[config.mk]
export PLATFORM = sky130hd
export DESIGN_NAME = cla_addsub_pipe
export DESIGN_NICKNAME = d
export VERILOG_FILES = /design/src/rtl/cla_addsub_pipe.sv
export SDC_FILE = /design/constraint.sdc
export NUM_CORES = 1
export LEC_CHECK = 0
export BUFFER_PORTS_ARGS = -buffer_cell sky130_fd_sc_hd__buf_2
export CORE_UTILIZATION = 55
export DETAILED_ROUTE_END_ITERATION = 16
export MAX_ROUTING_LAYER = met4
export PLACE_DENSITY = 0.87
export SLEW_MARGIN = 5
export SYNTH_ARGS = -nofsm -noshare
export SYNTH_HDL_FRONTEND = slang
export SYNTH_SLANG_ARGS = --single-unit
[constraint.sdc]
create_clock -name clk -period 3.7 [get_ports clk]
set_input_delay 0.37 -clock clk [delete_from_list [all_inputs] [get_ports clk]]
set_output_delay 0.37 -clock clk [all_outputs]
set_load 0.02 [all_outputs]
[src/rtl/cla_addsub_pipe.sv]
// cla_addsub_pipe: two-stage signed add/subtract with optional saturation.
// Stage 1 adds the lower half with 4-bit carry-lookahead blocks. Stage 2
// adds the upper half using the registered carry, then saturates and flags.
module cla_addsub_pipe #(
  parameter int WIDTH = 16
) (
  input  logic             clk,
  input  logic             rst,
  input  logic             in_valid,
  input  logic             stall,
  input  logic [1:0]       mode,
  input  logic [WIDTH-1:0] A,
  input  logic [WIDTH-1:0] B,
  output logic             out_valid,
  output logic [WIDTH-1:0] Sum,
  output logic             Ovfl,
  output logic             Zero,
  output logic             Neg
);

  localparam int H = WIDTH / 2;

  typedef enum logic [1:0] {
    OP_ADD    = 2'b00,
    OP_SUB    = 2'b01,
    OP_SATADD = 2'b10,
    OP_SATSUB = 2'b11
  } op_e;

  // Adds two H-bit values using a chain of 4-bit lookahead blocks.
  // The result is {carry_out, sum}.
  function automatic logic [H:0] cla_add(input logic [H-1:0] a,
                                         input logic [H-1:0] b,
                                         input logic         cin);
    logic [H-1:0] s;
    logic [3:0]   g;
    logic [3:0]   p;
    logic [4:0]   cc;
    logic         c;
    s = '0;
    c = cin;
    for (int unsigned k = 0; k < H / 4; k++) begin
      g = a[4*k +: 4] & b[4*k +: 4];
      p = a[4*k +: 4] ^ b[4*k +: 4];
      cc[0] = c;
      cc[1] = g[0] | (p[0] & c);
      cc[2] = g[1] | (p[1] & g[0]) | (p[1] & p[0] & c);
      cc[3] = g[2] | (p[2] & g[1]) | (p[2] & p[1] & g[0]) | (p[2] & p[1] & p[0] & c);
      cc[4] = g[3] | (p[3] & g[2]) | (p[3] & p[2] & g[1]) | (p[3] & p[2] & p[1] & g[0])
            | (p[3] & p[2] & p[1] & p[0] & c);
      s[4*k +: 4] = p ^ cc[3:0];
      c = cc[4];
    end
    return {c, s};
  endfunction

  // Stage 1 combinational signals
  op_e            op_in;
  logic           sub_in;
  logic [WIDTH-1:0] b_inv;
  logic [H:0]     lo_res;
  logic           b_sign_eff;

  // Stage 1 registers
  logic           v1;
  op_e            op1;
  logic [H-1:0]   lo1;
  logic           c1;
  logic [H-1:0]   a_hi1;
  logic [H-1:0]   b_hi1;
  logic           b_sign1;

  // Stage 2 combinational signals
  logic [H-1:0]     hi_sum;
  logic [WIDTH-1:0] raw;
  logic             ovf;
  logic [WIDTH-1:0] res;

  // Operand conditioning and lower-half lookahead add.
  always_comb begin
    op_in  = op_e'(mode);
    sub_in = (op_in == OP_SUB) || (op_in == OP_SATSUB);
    b_inv  = sub_in ? ~B : B;
    lo_res = cla_add(A[H-1:0], b_inv[H-1:0], sub_in);
    // Sign of ~B+1 without a second adder: it is 1 when B is positive, or
    // when B is the most-negative value (whose negation is itself).
    b_sign_eff = sub_in ? (B[WIDTH-1] ^ (|B[WIDTH-2:0])) : B[WIDTH-1];
  end

  // Stage 1 register: lower sum, carry, upper halves and operation.
  always_ff @(posedge clk) begin
    if (rst) begin
      v1      <= 1'b0;
      op1     <= OP_ADD;
      lo1     <= '0;
      c1      <= 1'b0;
      a_hi1   <= '0;
      b_hi1   <= '0;
      b_sign1 <= 1'b0;
    end else if (!stall) begin
      v1      <= in_valid;
      op1     <= op_in;
      lo1     <= lo_res[H-1:0];
      c1      <= lo_res[H];
      a_hi1   <= A[WIDTH-1:H];
      b_hi1   <= b_inv[WIDTH-1:H];
      b_sign1 <= b_sign_eff;
    end
  end

  // Upper-half add, overflow detection and saturation.
  always_comb begin
    hi_sum = H'(cla_add(a_hi1, b_hi1, c1));
    raw    = {hi_sum, lo1};
    ovf    = (a_hi1[H-1] == b_sign1) && (raw[WIDTH-1] != a_hi1[H-1]);
    res    = raw;
    if (ovf && (op1 == OP_SATADD || op1 == OP_SATSUB)) begin
      res = a_hi1[H-1] ? {1'b1, {(WIDTH-1){1'b0}}} : {1'b0, {(WIDTH-1){1'b1}}};
    end
  end

  // Output register: results load only for valid ops, otherwise hold.
  always_ff @(posedge clk) begin
    if (rst) begin
      out_valid <= 1'b0;
      Sum       <= '0;
      Ovfl      <= 1'b0;
      Zero      <= 1'b0;
      Neg       <= 1'b0;
    end else if (!stall) begin
      out_valid <= v1;
      if (v1) begin
        Sum  <= res;
        Ovfl <= ovf;
        Zero <= (res == '0);
        Neg  <= res[WIDTH-1];
      end
    end
  end

endmodule

==> out/metrics.csv, run 1 <==
metric,value,unit
share of layout cells above drive strength 1,23.8,%
fmax,0.315,GHz
TNS Setup,0,ns
clk buf depth,2,
pin count of the biggest net entering global routing,52,
syn_nets,390,
Max transition margin,36.6,%
"IR drop worst, VDD",0.172,mV
leak pwr,1.42,nW
DIE WIDTH,75.0,µm
synth unique cells,61,
Cells after DPL,440,
detailed-route wire length,6.12,mm
#FFs+latches synth,47,
Final Skew,0.00463,ns
Finish-stage setup viols,0,
Die Ht,75.0,µm
post-synthesis mux area share,4.44,%
Routed wire per std cell,13.7,µm
Least-Margin Pin Slew,0.951,ns
Vias,2441,
complex-gate fraction of the synthesized area,21.0,%
largest family of logic cells by synthesized area,compound AO/OA/AOI/OAI gates,
Worst Path Required,3.94,ns
cell with the most instances after synthesis,dfxtp_1,
DRT iter0 DRCs,161,
first-pass GRT wire length,9.92,mm
Synth Area in Simple Gates,19.1,%
sequential area share after synthesis,32.1,%
"Cell Area, Synth",2930,µm²
CP Capture Type,flop,
clock sink total,47,
Final GP Congestion,0.830,
"Async S/R FF share, synth",0,%
hold crit path type,input pin to flop,
Ys Warns,0,
xor and xnor area share after synthesis,8.68,%
status,"complete, no violations",
Final Hold Viols,0,
Post-Layout Cell Count,448,
"EDFF count, synth",0,
startpoint type of the worst setup path,flop,
Final Max Slew Viols,0,
hpwl dp,4.63,mm
I/O Pins,58,
CP arrival,3.42,ns
top post-synthesis cells by area,"dfxtp_1 32%, ha_1 6.4%, nor2_1 5.5%",
hold buffers post-CTS,0,
global route overflow,0,
RSZ-0062 raised after global routing,false,
number of port buffers,57,
period utilisation layout,85.8,%
ANT nets after route,0,
R2R depth,12,
hold depth,3,
FP Rows,26,
Max Cap Viol,0,
residual DRC count,0,
CTS Buf Count,5,
NumNets Final,433,
Clock transition at path regs,0.09,ns
DRT Pass-1 Iters,4,
"Gates resized, CTS repair",0,
Synth Instances,334,
"Clk Latency, worst-skew pair",0.31,ns
H-tree depth,2,
Die Area,5620,µm²
Area Overhead vs Synth,11.3,%
"Avg Cell Area, Syn",8.77,µm²
Post-synth top cells,"47 x dfxtp_1, 43 x nor2_1, 28 x a21oi_1",
Synth top area share,32.1,%
crit path max fanout,5,
core region area,5110,µm²
total setup buffers inserted after CTS,0,
GRT Overall Usage,24.1,%
post-DR vias/cell,5.45,
adder-cell share of the synthesized area,8.46,%
ANT cells,0,
initial antenna violation count,0,
top_reg_cell synth,dfxtp_1,
Fillers,444,
Starting Density,57.3,%
fin crit period,3.18,ns
clk root buf,clkbuf_8,
vias in the first global route,2188,
Synth area leader,dfxtp_1,
CTS tree,yes,
CP Class,flop to flop,
Pwr per Cell Area,371,nW/µm²
registers in the layout, summed over array words and instances, names as in the netlist:
signal     cells
Ovfl           1
Sum           16
Zero           1
a_hi1          8
b_hi1          8
b_sign1        1
c1             1
lo1            8
op1            1
out_valid      1
v1             1
routing by layer:
| metal | vias up | global-route usage (%) | share of wire (%) |
|---|---|---|---|
| met5 | - | - | 0 |
| met4 | 0 | 8.18 | 1.3 |
| met3 | 6 | 3.48 | 4.6 |
| met2 | 68 | 40.4 | 48 |
| met1 | 1105 | 29.7 | 46 |
| li1 | 1262 | - | - |
cells by family after synthesis:
family | Yosys count
flip-flops | 47
XOR/XNOR | 29
adder cells (fa/ha/maj) | 18
buffers and inverters | 32
multiplexers | 13
AND/OR/NAND/NOR | 109
AO/OA/AOI/OAI | 86
worst paths after layout:
path | from | endpoint | slack [ns]
worst max-delay path | a_hi1[3] | Zero | 0.52
worst min-delay path | A[14] | a_hi1[6] | 0.29
worst max register to register | a_hi1[3] | Zero | 0.52
worst min register to register | Ovfl | Ovfl | 0.45
critical path, cell delays in order (launching register included):
cell       delay, ns
dfxtp_1         0.33
ha_1            0.39
and2_4          0.22
a221oi_4        0.36
and2_2          0.24
inv_1           0.07
fa_1            0.37
xor2_1          0.16
nor3_1          0.19
o2111ai_1       0.13
a2111oi_0       0.35
nand4_1         0.14
o21ai_1         0.15
through the flow:
stage | setup slack, ns | area, µm² | hold slack, ns | utilization (%) | total power, mW
6_report | 0.525 | 3260 | 0.288 | 63.8 | 1.21
5_1_grt | 0.277 | 3260 | 0.306 | 63.8 | 1.28
4_1_cts | 0.565 | 3260 | 0.289 | 63.8 | 1.21
3_5_place_dp | 0.584 | 3160 | 0.443 | 61.9 | 0.894
3_3_place_gp | 0.708 | 3160 | 0.437 | 61.9 | 0.883
2_1_floorplan | 0.810 | 2930 | 0.445 | - | 0.819
cell usage in the layout (no fill, tap or decap), types with 2 or more instances in the layout:
cell type and count:
buf_2 57, dfxtp_1 47, nor2_1 43, a21oi_1 28, nand2_1 21, o21ai_0 18
xor2_1 15, ha_1 15, xnor2_1 14, mux2i_1 13, a21oi_2 11, inv_1 10
nand3_1 7, clkbuf_8 6, nor4_1 5, nor3_1 5, o21a_1 4, a21o_1 3
nor2b_1 3, a211oi_1 3, nor3b_1 3, a2111oi_0 3, fa_1 3, nand2b_1 2
o21ai_1 2, or4_1 2, nand3b_1 2, nand4_1 2
power by group:
group          total [mW]  switching [mW]  internal [mW]
Sequential          0.569          0.0289          0.540
Clock               0.326           0.173          0.153
Combinational       0.315           0.180          0.135
Total                1.21           0.382          0.829
final cells by class:
cell class	count	area [µm²]	share of cell area [%]
well taps	70	87.6	2.69
inverters	10	37.5	1.15
multi-input cells	255	1800	55.4
flip-flops and latches	47	941	28.9
clock inverters	1	8.76	0.269
clock buffers	7	86.3	2.65
repair buffers	58	293	8.99
Power figures use the tool's default switching activity.
==> inputs of run 2 (changes only) <==
CORE_MARGIN = 4   (was unset)
CORE_UTILIZATION = 50   (was 55)
PLACE_DENSITY = 0.83   (was 0.87)
clock period = 2.8 ns   (was 3.7 ns; I/O delays follow)
==> run 2 against run 1 <==
Against the previous run: flip-flop and latch count stayed put; final cell count is 3.3% higher; non-clock buffer count is 13 higher; utilization is 2.7 points lower; critical path type unchanged; sequential share of layout area is 1.2 points lower; register-to-register slack worse by 0.45 ns; cell area is 5.1% higher; fmax is 16% higher; first-iteration DRC count is 29% lower; die area is 27% higher; clock skew is 0.0034 ns higher.
==> out/metrics.csv, run 2 (synthesized netlist as in run 1, its figures left out) <==
metric,value,unit,change
status,"complete, no violations",,
Max Cap Viol,0,,unchanged
crit path cell chain,ha_4 -> and2_4 -> a221oi_4 -> and2_4 -> inv_4 -> fa_2 -> xor2_2 -> nor3_2 -> o2111ai_2 -> a2111oi_2 -> nand4_1 -> o21ai_1,,
final instance area,3430,µm²,+5.1%
DRT iter0 DRCs,115,,-29%
Final Hold Viols,0,,unchanged
vias in the first global route,2244,,+2.6%
DRT Pass-1 Iters,4,,unchanged
period utilisation layout,97.5,%,+12 points
initial antenna violation count,0,,unchanged
Fillers,493,,+11%
RSZ-0062 raised after global routing,true,,
fin crit period,2.73,ns,-0.446 ns
Die Ht,84.5,µm,+13%
clock sink total,47,,unchanged
CP Capture Type,flop,,
Final Power,1.63,mW,+35%
CP Buf/Inv Count,1,,unchanged
design internal power,1.12,mW,+35%
Vias,2533,,+3.8%
H-tree depth,2,,unchanged
hpwl dp,4.85,mm,+4.7%
number of port buffers,57,,unchanged
FP Rows,27,,+3.8%
Critical Path Max Stage Delay,0.39,ns,about the same
fmax,0.366,GHz,+16%
hold buffers post-CTS,0,,unchanged
detailed-route wire length,6.67,mm,+8.9%
CTS Buf Count,5,,unchanged
startpoint type of the worst setup path,flop,,
"IR drop worst, VDD",0.291,mV,+69%
clk root buf,clkbuf_8,,
post-DR vias/cell,5.47,,+0.41%
Multi-input gate area,1860,µm²,+3.0%
ANT nets after route,0,,unchanged
CP Class,flop to flop,,
pre-CTS WS,0.0391,ns,-0.545 ns
Final Max Slew Viols,0,,unchanged
I/O Pins,58,,unchanged
combinational power share,27.6,%,+1.6 points
share of layout cells above drive strength 1,29.4,%,+5.6 points
Routed wire per std cell,14.4,µm,+5.4%
GRT Overall Usage,19.0,%,-5.1 points
max reg flops,16,,unchanged
most frequent cells in the layout,"57 x buf_2, 43 x dfxtp_1, 43 x nor2_1",,
first-pass GRT wire length,10.8,mm,+9.2%
Least-Margin Pin Slew,1.20,ns,+0.245 ns
"Clk Latency, worst-skew pair",0.30,ns,about the same
Sw Ratio,31.7,%,+0.16 points
leak pwr,1.48,nW,+4.2%
clk buf depth,2,,unchanged
Clock transition at path regs,0.09,ns,about the same
ANT cells,0,,unchanged
Final GP Congestion,0.827,,-0.35%
sequential share of power,46.1,%,-0.9 points
hold crit path type,input pin to flop,,
crit path max fanout,4,,-1
top cell family by delay on the critical path,compound AO/OA/AOI/OAI gates,,
CP arrival,2.97,ns,-0.45 ns
DIE WIDTH,84.5,µm,+13%
CP most frequent cell,and2_4,,
NumNets Final,446,,+3.0%
Worst path slowest cell,fa_2,,
global route overflow,0,,unchanged
core region area,5610,µm²,+9.8%
net switching power,518,µW,+36%
Seq. cell area,948,µm²,+0.80%
Worst Path Required,3.04,ns,-0.90 ns
Max transition margin,20.1,%,-16 points
"Cell Area, Placed",3240,µm²,+2.4%
Finished Core Util,61.1,%,-2.7 points
Reg with most FFs,Sum,,
CTS tree,yes,,
most common library cell in the layout ignoring fill and taps,buf_2,,
pin count of the biggest net entering global routing,51,,-1.9%
Final Skew,0.00802,ns,+0.00339 ns
Die Area,7140,µm²,+27%
power share of the clock group,26.4,%,-0.5 points
Starting Density,52.2,%,-5.1 points
final worst slack,0.0708,ns,-0.454 ns
Finish-stage setup viols,0,,unchanged
Pwr per Cell Area,477,nW/µm²,+28%
residual DRC count,0,,unchanged
Area Overhead vs Synth,17.0,%,
-- run 2: cell count changes in the layout (fill, tap and decap cells not counted), sizes merged --
cell | previous run | this run
buf | 58 | 71
-- run 2: timing repair --
action / 4_1_cts / 5_1_grt
resized for setup: 0 / 15
setup buffers: 0 / 5
endpoints found under the setup margin: 0 / 1
-- run 2: routing by layer --
metal | share of wire, % | track usage (%)
met5 | 0 | -
met4 | 1.7 | 5.04
met3 | 5.3 | 3.53
met2 | 46 | 28.5
met1 | 47 | 26.3
-- run 2: power by group through the flow --
stage	clock network (mW)	logic, mW	registers, mW
finish	0.431	0.450	0.753
global route	0.468	0.500	0.759
CTS	0.440	0.433	0.751
detailed placement	0	0.430	0.767
global placement	0	0.417	0.765
floorplan	0	0.319	0.768
-- run 2: path summary, 6_finish.rpt --
| path | start | to | slack, ns | cells after the start |
|---|---|---|---|---|
| worst max-delay path | b_hi1[3] | Zero | 0.07 | 12 |
| worst min-delay path | A[14] | a_hi1[6] | 0.21 | 3 |
| worst max register to register | b_hi1[3] | Zero | 0.07 | 12 |
| worst min register to register | Ovfl | Ovfl | 0.45 | 2 |
-- run 2: layout make-up --
type / count / area share [%]
Multi-Input combinational cell: 255 / 54.2
Sequential cell: 47 / 27.7
Timing Repair Buffer: 71 / 11.5
Tap cell: 72 / 2.63
Clock buffer: 7 / 2.52
Inverter: 10 / 1.17
Clock inverter: 1 / 0.256
-- run 2: worst reg2reg max path: cells and delay by family (launching register included) --
family,cells,cell delay [ns]
compound gates,4,0.78
xor+xnor,1,0.16
fa+ha+maj,2,0.65
buf+inv,1,0.04
flops,1,0.35
simple gates,4,0.69
-- run 2: per-stage QoR --
step           hold slack, ns  TNS (ns)  instances
5_1_grt                 0.212   -0.0443        463
3_3_place_gp            0.437         0        450
4_1_cts                 0.206         0        458
2_1_floorplan           0.424         0        334
6_report                0.206         0        463
3_5_place_dp            0.447         0        450
